### src/rtl/sweep_pkg.sv
// Shared types and default sizes for the sweep sequencer and its counter.
package sweep_pkg;

   localparam int unsigned SWEEP_WIDTH    = 8;
   localparam int unsigned SWEEP_SWEEPS_W = 4;

   typedef enum logic [2:0] {
      StIdle,
      StLoad,
      StUp,
      StDown,
      StDone
   } sweep_state_t;

endpackage

### src/rtl/up_down_counter.sv
// Loadable up/down counter with synchronous active-low reset; load wins over count enable.
module up_down_counter #(
   parameter int unsigned WIDTH = 8
) (
   input  logic             clk,
   input  logic             rst,
   input  logic             en,
   input  logic             ud,
   input  logic             load,
   input  logic [WIDTH-1:0] d,
   output logic [WIDTH-1:0] cont
);

   logic [WIDTH-1:0] cont_q, cont_d;

   always_comb begin
      cont_d = cont_q;
      if (load) begin
         cont_d = d;
      end else if (en) begin
         cont_d = ud ? cont_q + 1'b1 : cont_q - 1'b1;
      end
   end

   always_ff @(posedge clk) begin
      if (!rst) begin
         cont_q <= '0;
      end else begin
         cont_q <= cont_d;
      end
   end

   assign cont = cont_q;

endmodule

### src/rtl/sweep_controller.sv
// Start/abort/done sequencer sweeping the counter lo..hi..lo for n_sweeps sweeps.
// Build option: SWEEP_CONTINUOUS_EN makes n_sweeps == 0 sweep until aborted.
module sweep_controller
   import sweep_pkg::*;
#(
   parameter int unsigned WIDTH    = SWEEP_WIDTH,
   parameter int unsigned SWEEPS_W = SWEEP_SWEEPS_W
) (
   input  logic                clk,
   input  logic                rst,
   input  logic                start,
   input  logic                abort,
   input  logic [WIDTH-1:0]    lo,
   input  logic [WIDTH-1:0]    hi,
   input  logic [SWEEPS_W-1:0] n_sweeps,
   output logic [WIDTH-1:0]    cont,
   output logic                ud,
   output logic                busy,
   output logic                done,
   output logic                err,
   output logic [SWEEPS_W-1:0] sweep_cnt
);

   sweep_state_t        state_q, state_d;
   logic [WIDTH-1:0]    lo_q, lo_d, hi_q, hi_d;
   logic [SWEEPS_W-1:0] n_q, n_d, sweep_cnt_q, sweep_cnt_d;
   logic                ud_q, ud_d, busy_q, busy_d, done_q, done_d, err_q, err_d;

   logic                cnt_en, cnt_load;
   logic [WIDTH-1:0]    hi_m1, lo_p1;
   logic [SWEEPS_W-1:0] sweep_nxt;
   logic                params_bad, last_sweep;

   assign hi_m1     = hi_q - 1'b1;
   assign lo_p1     = lo_q + 1'b1;
   assign sweep_nxt = sweep_cnt_q + 1'b1;

`ifdef SWEEP_CONTINUOUS_EN
   assign params_bad = (lo >= hi);
   // n_q == 0 never finishes, even when sweep_cnt wraps back to zero
   assign last_sweep = (n_q != '0) && (sweep_nxt == n_q);
`else
   assign params_bad = (lo >= hi) || (n_sweeps == '0);
   assign last_sweep = (sweep_nxt == n_q);
`endif

   always_comb begin
      state_d     = state_q;
      lo_d        = lo_q;
      hi_d        = hi_q;
      n_d         = n_q;
      sweep_cnt_d = sweep_cnt_q;
      ud_d        = ud_q;
      busy_d      = busy_q;
      done_d      = 1'b0;
      err_d       = 1'b0;
      cnt_en      = 1'b0;
      cnt_load    = 1'b0;
      unique case (state_q)
         StIdle: begin
            if (start && !abort) begin
               lo_d        = lo;
               hi_d        = hi;
               n_d         = n_sweeps;
               sweep_cnt_d = '0;
               if (params_bad) begin
                  state_d = StDone;
                  done_d  = 1'b1;
                  err_d   = 1'b1;
               end else begin
                  state_d = StLoad;
                  busy_d  = 1'b1;
                  ud_d    = 1'b1;
               end
            end
         end
         StLoad: begin
            if (abort) begin
               state_d = StIdle;
               busy_d  = 1'b0;
            end else begin
               cnt_load = 1'b1;
               state_d  = StUp;
            end
         end
         StUp: begin
            if (abort) begin
               state_d = StIdle;
               busy_d  = 1'b0;
            end else begin
               cnt_en = 1'b1;
               if (cont == hi_m1) begin
                  state_d = StDown;
                  ud_d    = 1'b0;
               end
            end
         end
         StDown: begin
            if (abort) begin
               state_d = StIdle;
               busy_d  = 1'b0;
            end else begin
               cnt_en = 1'b1;
               if (cont == lo_p1) begin
                  sweep_cnt_d = sweep_nxt;
                  if (last_sweep) begin
                     state_d = StDone;
                     busy_d  = 1'b0;
                     done_d  = 1'b1;
                  end else begin
                     state_d = StUp;
                     ud_d    = 1'b1;
                  end
               end
            end
         end
         StDone: begin
            state_d = StIdle;
         end
         default: begin
            state_d = StIdle;
            busy_d  = 1'b0;
         end
      endcase
   end

   always_ff @(posedge clk) begin
      if (!rst) begin
         state_q     <= StIdle;
         lo_q        <= '0;
         hi_q        <= '0;
         n_q         <= '0;
         sweep_cnt_q <= '0;
         ud_q        <= 1'b1;
         busy_q      <= 1'b0;
         done_q      <= 1'b0;
         err_q       <= 1'b0;
      end else begin
         state_q     <= state_d;
         lo_q        <= lo_d;
         hi_q        <= hi_d;
         n_q         <= n_d;
         sweep_cnt_q <= sweep_cnt_d;
         ud_q        <= ud_d;
         busy_q      <= busy_d;
         done_q      <= done_d;
         err_q       <= err_d;
      end
   end

   // ud_q already reflects the direction of the current state
   up_down_counter #(
      .WIDTH (WIDTH)
   ) u_counter (
      .clk  (clk),
      .rst  (rst),
      .en   (cnt_en),
      .ud   (ud_q),
      .load (cnt_load),
      .d    (lo_q),
      .cont (cont)
   );

   assign ud        = ud_q;
   assign busy      = busy_q;
   assign done      = done_q;
   assign err       = err_q;
   assign sweep_cnt = sweep_cnt_q;

endmodule

### config.mk
export PLATFORM = sky130hd
export DESIGN_NAME = sweep_controller
export DESIGN_NICKNAME = d
export VERILOG_FILES = /design/src/rtl/sweep_pkg.sv /design/src/rtl/up_down_counter.sv /design/src/rtl/sweep_controller.sv
export SDC_FILE = /design/constraint.sdc
export NUM_CORES = 1
export LEC_CHECK = 0
export ABC_AREA = 1
export BUFFER_PORTS_ARGS = -buffer_cell sky130_fd_sc_hd__buf_2
export CAP_MARGIN = 25
export CORE_ASPECT_RATIO = 0.7
export CORE_MARGIN = 4
export CORE_UTILIZATION = 31
export CTS_BUF_LIST = sky130_fd_sc_hd__clkbuf_4 sky130_fd_sc_hd__clkbuf_8
export CTS_CLUSTER_DIAMETER = 100
export DETAILED_ROUTE_END_ITERATION = 8
export PLACE_DENSITY = 0.58
export SETUP_SLACK_MARGIN = 0.15
export SYNTH_ARGS = -nofsm -noshare
export SYNTH_HDL_FRONTEND = slang
export SYNTH_SLANG_ARGS = --single-unit
### constraint.sdc
create_clock -name clk -period 2 [get_ports clk]
set_input_delay 0.1 -clock clk [delete_from_list [all_inputs] [get_ports clk]]
set_output_delay 0.1 -clock clk [all_outputs]
set_load 0.02 [all_outputs]
After elaboration in Yosys (flattened, before gate mapping)
Cells that the tools add are included.
Storage, ports and cells
  bits in registers: 39
  input bits: 24
  output and inout port bits: 16
  logic and storage cells: 89
Cells by class
  $add $sub $neg: 5
  $lt $le $gt $ge: 1
  equal/unequal tests: 18
  mux-type cells: 38
  bitwise gates (word level): 1
  reduce and logical (&&, ||, !) cells: 16
Operators by type and width (count)
  8-bit 2-to-1 mux: 3
  3-bit 2-to-1 mux: 7
  1-bit 2-to-1 mux: 19
  8-bit by 1-bit adder with 8-bit output, second input constant: 2
  8-bit == test: 2
  8-bit by 1-bit subtractor with 8-bit output, second input constant: 2
  2-bit != test, second input constant: 7
  4-bit 2-to-1 mux: 3
  3-bit one-hot mux with 4 select lines: 1
  3-bit != test, second input constant: 3
  8-bit >= comparator: 1
  4-bit one-hot mux with 2 select lines: 1
  8-bit AND reduction: 1
  3-bit by 2-bit == test with 1-bit output, second input constant: 2
  6-bit AND reduction: 1
  4-bit by 1-bit adder with 4-bit output, second input constant: 1
  4-bit == test: 1
  4-bit logical NOT: 1
  1-bit one-hot mux with 4 select lines: 1
  2-bit AND reduction: 2
  4-bit AND reduction: 1
  2-bit nonzero test: 2
  2-bit OR reduction: 2
  3-bit by 1-bit == test with 1-bit output, second input constant: 1
  12 further kinds: 12

Longest topological paths before layout
  depth in word-level cells: 6
  mapped depth: 14
  depth with buffers taken out: 14

By module
A second synthesis with hierarchy kept.
Unflattened totals
  cell total of the unflattened synthesis: 457
  area total of the unflattened synthesis: 2886.5 µm²
Modules (own cells, without submodules)
  sweep_controller: instances 1, cells each 356, area each 2215.9 µm², sequential area each 620.6 µm²
  up_down_counter: instances 1, cells each 101, area each 670.6 µm², sequential area each 160.2 µm²

Worst setup path after synthesis
Ideal clock, no wire load.
  path type: register to register
  from: reg ud_q, in the netlist ud
  to: reg u_counter.cont_q[6], in the netlist u_counter.cont[6]
  library setup time: 0.122 ns
  arrival time: 1.846 ns
  data required time: 1.878 ns
  setup slack: 0.031 ns
  cell stages (with the launch flop): 12
  path buffers: 0
  period minus slack after synthesis: 1.969 ns
  cell sequence: dfxtp_1 > inv_1 > ha_1 > a21oi_1 > nand2_1 > nand2_1 > nand2_1 > a21oi_1 > xor2_1 > nand2_1 > o211ai_1 > a21oi_1
On the way
  longest elaborated chain between the ends: 3
Ends and longest elaborated chain
  from (decl): line sweep_controller.sv:27  | logic ud_q, ud_d, busy_q, busy_d, done_q, done_d, err_q, err_d;
  from (signal assigned): line sweep_controller.sv:144  | ud_q <= ud_d;
  8-bit 2-to-1 mux: line up_down_counter.sv:21  | cont_d = ud ? cont_q + 1'b1 : cont_q - 1'b1;
  8-bit 2-to-1 mux: line up_down_counter.sv:20  | end else if (en) begin
  8-bit 2-to-1 mux: line up_down_counter.sv:18  | if (load) begin
  to (signal assigned): line up_down_counter.sv:29  | cont_q <= cont_d;
  to (decl): line up_down_counter.sv:14  | logic [WIDTH-1:0] cont_q, cont_d;
Every way passes these cells. The select of a mux whose other input is x is not followed.
A chain may end at the register's enable or synchronous reset.

Worst setup path in the final report
Ends and elaborated chain as after synthesis.

==> run summary <==
Synth top cells by count - nand2_1, inv_1, dfxtp_1, a21oi_1, nor2_1
Sequential fraction of design power - 0.383
Layout Skew - 11.4 ps
Ports - 40
WHS Endpoint - n_q[0]$_SDFFE_PN0P_
Clock network fraction of total power - 0.220
Main combinational cell family by area after synthesis - simple AND/OR/NAND/NOR gates
CTS Buffer Depth - 2
Syn Area/Cell - 6.59 sq um
Crit path arrival time - 2090 ps
CP Launch Type - flip-flop
Pre-antenna DRT Iters - 5
R2R cell count - 12
Measured slew at the worst slew-check pin - 541 ps
Unrepaired setup endpoints after global routing - true
First-pass GRT wire length - 13.1 mm
Overflow after GRT - 0
Power per Cell Area - 684 nW/um^2
Endpoint class of the critical path - flip-flop
LEAKAGE - 1.70 nW
Hold WS - 47.9 ps
Share of cells above drive strength 1 - 0.269
Area fraction of the dominant cell type after synthesis - 0.276
Worst Setup SP - ud$_SDFFE_PN1P_
Synth top area cells - dfxtp_1, nand2_1, inv_1, ha_1, a21oi_1
DP Wirelength - 6.06 mm
Antenna violations before repair - 0
Syn Nets - 471
Area Overhead vs Synth - 27.9%
Clock Sink Count - 39
Minimum clock period - 1900 ps
Number of H-tree levels - 2
Post-synth cell types - 37
Register area share after synthesis - 0.276
Hold depth - 3
Top-count cell post-synth - nand2_1
Nets - 531
Power Internal - 1.51 mW
DRC violations left - 0
Die width - 122 um
XOR/XNOR share of the synthesized area - 0.0527
GPL Wtd Cong - 0.787
Peak supply drop - 0.343 mV
Reported net switching power - 0.961 mW
Max cap viols - 0
Crit Reg-Reg Endpoint - u_counter.cont[6]$_SDFFE_PN0P_
Sw Ratio - 0.388
Largest net degree at the start of global routing - 24
Worst hold-check path type - input port to flip-flop
Critical Path Fanout Max - 6
Vias in the first global route - 2672
Initial core utilization - 0.327
Yosys warns - 0
Post-synth EDFFs - 0
Final WL - 8.04 mm
Via count - 2920
Port Buf Inserts - 39
Post-Synth Adder-Cell Area - 0.0823
WL/cell - 13.2 um
Post-route antenna net violation count - 0
Syn Inst Count - 429
Flops & latches, synth - 39
Ant. Diodes - 0
Iteration-0 DRC count of the detailed router - 217
R2R Setup Slk - 100 ps
Clock Latency Late Sink - 310 ps
Run status - completed
Cell taking the most area after synthesis - dfxtp_1
Post-synthesis mux area share - 0
Setup TNS - 0 ps
Setup-failing EPs final - 0
GRT Overall Usage - 0.154
Final Max Slew Viols - 0
CTS tree - yes
Crit path kind - flip-flop to flip-flop
Worst flop-to-flop path startpoint - ud$_SDFFE_PN1P_
Row cnt - 28
Tcrit/Tclk final - 0.950
Simple-Gate Fraction of Synth Area - 0.330
# fillers - 936
Comb power frac - 0.397
Fmax - 526 MHz
Relative slew slack - 0.639
Compound-Gate Fraction of Synth Area - 0.167
Hold_sp - n_sweeps[0]
Die area - 10700 sq um
Async SR Flop Fraction - 0
Height of the die - 87.9 um
CTS Buf Count - 5
Hold Buf Count CTS - 0
Required time worst endpoint - 2180 ps
Clock-pin slew on the worst setup and hold paths - 80 ps
Predominant post-synthesis flop cell - dfxtp_1
Core area - 8650 sq um
Root Buffer - clkbuf_8
Via density per instance - 4.79
Cell area after synthesis - 2830 sq um
Hold Vio Cnt, Final - 0
## registers in the layout, summed over array words and instances (netlist names)
name and count:
hi_q 8, lo_q 8, u_counter.cont 8, n_q 4, sweep_cnt 4, state_q 3, busy 1, done 1
err 1, ud 1
## cells by family (layout without fill, tap and decap cells)
group	after synthesis	after routing
AND/OR/NAND/NOR	200	200
AO/OA/AOI/OAI	86	86
buffers and inverters	69	130
flip-flops	39	39
adder cells (fa/ha/maj)	18	18
XOR/XNOR	17	17
## area by class of cell
cell class              count  area, sq um  area share
flip-flops and latches     39          798       0.221
clock inverters             3         15.0     0.00415
repair buffers             61          375       0.104
clock buffers               5         68.8      0.0190
well taps                 120          150      0.0415
multi-input cells         321         1980       0.547
inverters                  61          233      0.0643
## critical path: stages (launching register included)
cell and delay [ps]:
dfxtp_4 360, clkinvlp_4 130, buf_4 170, ha_4 230, a21oi_2 160, nand2_1 60, nand2_1 80, nand2_1 70
a21oi_2 130, xor2_1 160, nand2_1 60, o211ai_1 80, a21oi_1 90
## metal layers
metal,part of all wire,up-vias,global-route usage
li1,-,1529,-
met1,0.54,1308,0.240
met2,0.39,73,0.213
met3,0.054,10,0.0303
met4,0.012,0,0.0427
met5,0,-,0
## timing repair
action,in CTS,in global routing
buffers inserted,6,5
gates resized for setup,23,31
pin swaps,10,27
setup endpoints to repair,7,15
## how the worst max path moves through the flow
| stage | end | slack, ps | depth (start not counted) |
|---|---|---|---|
| floorplan | u_counter.cont[6]$_SDFFE_PN0P_ | 160 | 11 |
| global placement | u_counter.cont[6]$_SDFFE_PN0P_ | 140 | 11 |
| detailed placement | u_counter.cont[6]$_SDFFE_PN0P_ | 60 | 11 |
| CTS | u_counter.cont[7]$_SDFFE_PN0P_ | 130 | 11 |
| global route | u_counter.cont[5]$_SDFFE_PN0P_ | -70 | 13 |
| finish | u_counter.cont[6]$_SDFFE_PN0P_ | 100 | 12 |
## power by group through the flow
stage / combinational, mW / clock, mW / sequential (mW)
6_report: 0.982 / 0.544 / 0.948
5_1_grt: 1.11 / 0.593 / 0.961
4_1_cts: 0.910 / 0.569 / 0.939
3_5_place_dp: 0.825 / 0 / 0.951
3_3_place_gp: 0.813 / 0 / 0.950
2_1_floorplan: 0.561 / 0 / 0.984
## stage by stage
stage               std cells  total power, mW  utilization  setup WS (ps)  area (sq um)
detailed placement        591             1.78        0.373           64.7          3230
global placement          591             1.76        0.373            141          3230
floorplan                 429             1.55            -            156          2830
CTS                       605             2.42        0.402            128          3480
finish                    610             2.47        0.418           99.3          3620
global route              610             2.67        0.418          -70.5          3620
## cell usage in the layout (no fill, tap or decap), types with 2 or more instances in the layout
cell type	netlist	routed
ha_1	17	9
o21ai_1	4	8
nand2_1	104	100
buf_6	0	4
inv_2	3	4
nand3_4	1	2
xor2_1	8	8
o211ai_1	4	4
dfxtp_4	0	2
ha_4	0	8
nand3_2	2	5
nor3b_2	2	2
nor2_1	35	33
nor2_4	3	3
inv_1	57	55
o21ai_0	34	29
clkbuf_8	0	5
a21oi_2	1	5
a21oi_1	35	30
dfxtp_1	39	29
nand4_1	10	10
a21oi_4	1	2
buf_2	1	39
buf_4	0	18
dfxtp_2	0	8
nand3_1	29	25
nand2_2	5	8
xnor2_1	9	8
a31oi_1	3	3
clkinv_2	0	3
nor2_2	3	5
Note: power is estimated with default switching activity, not from simulation.
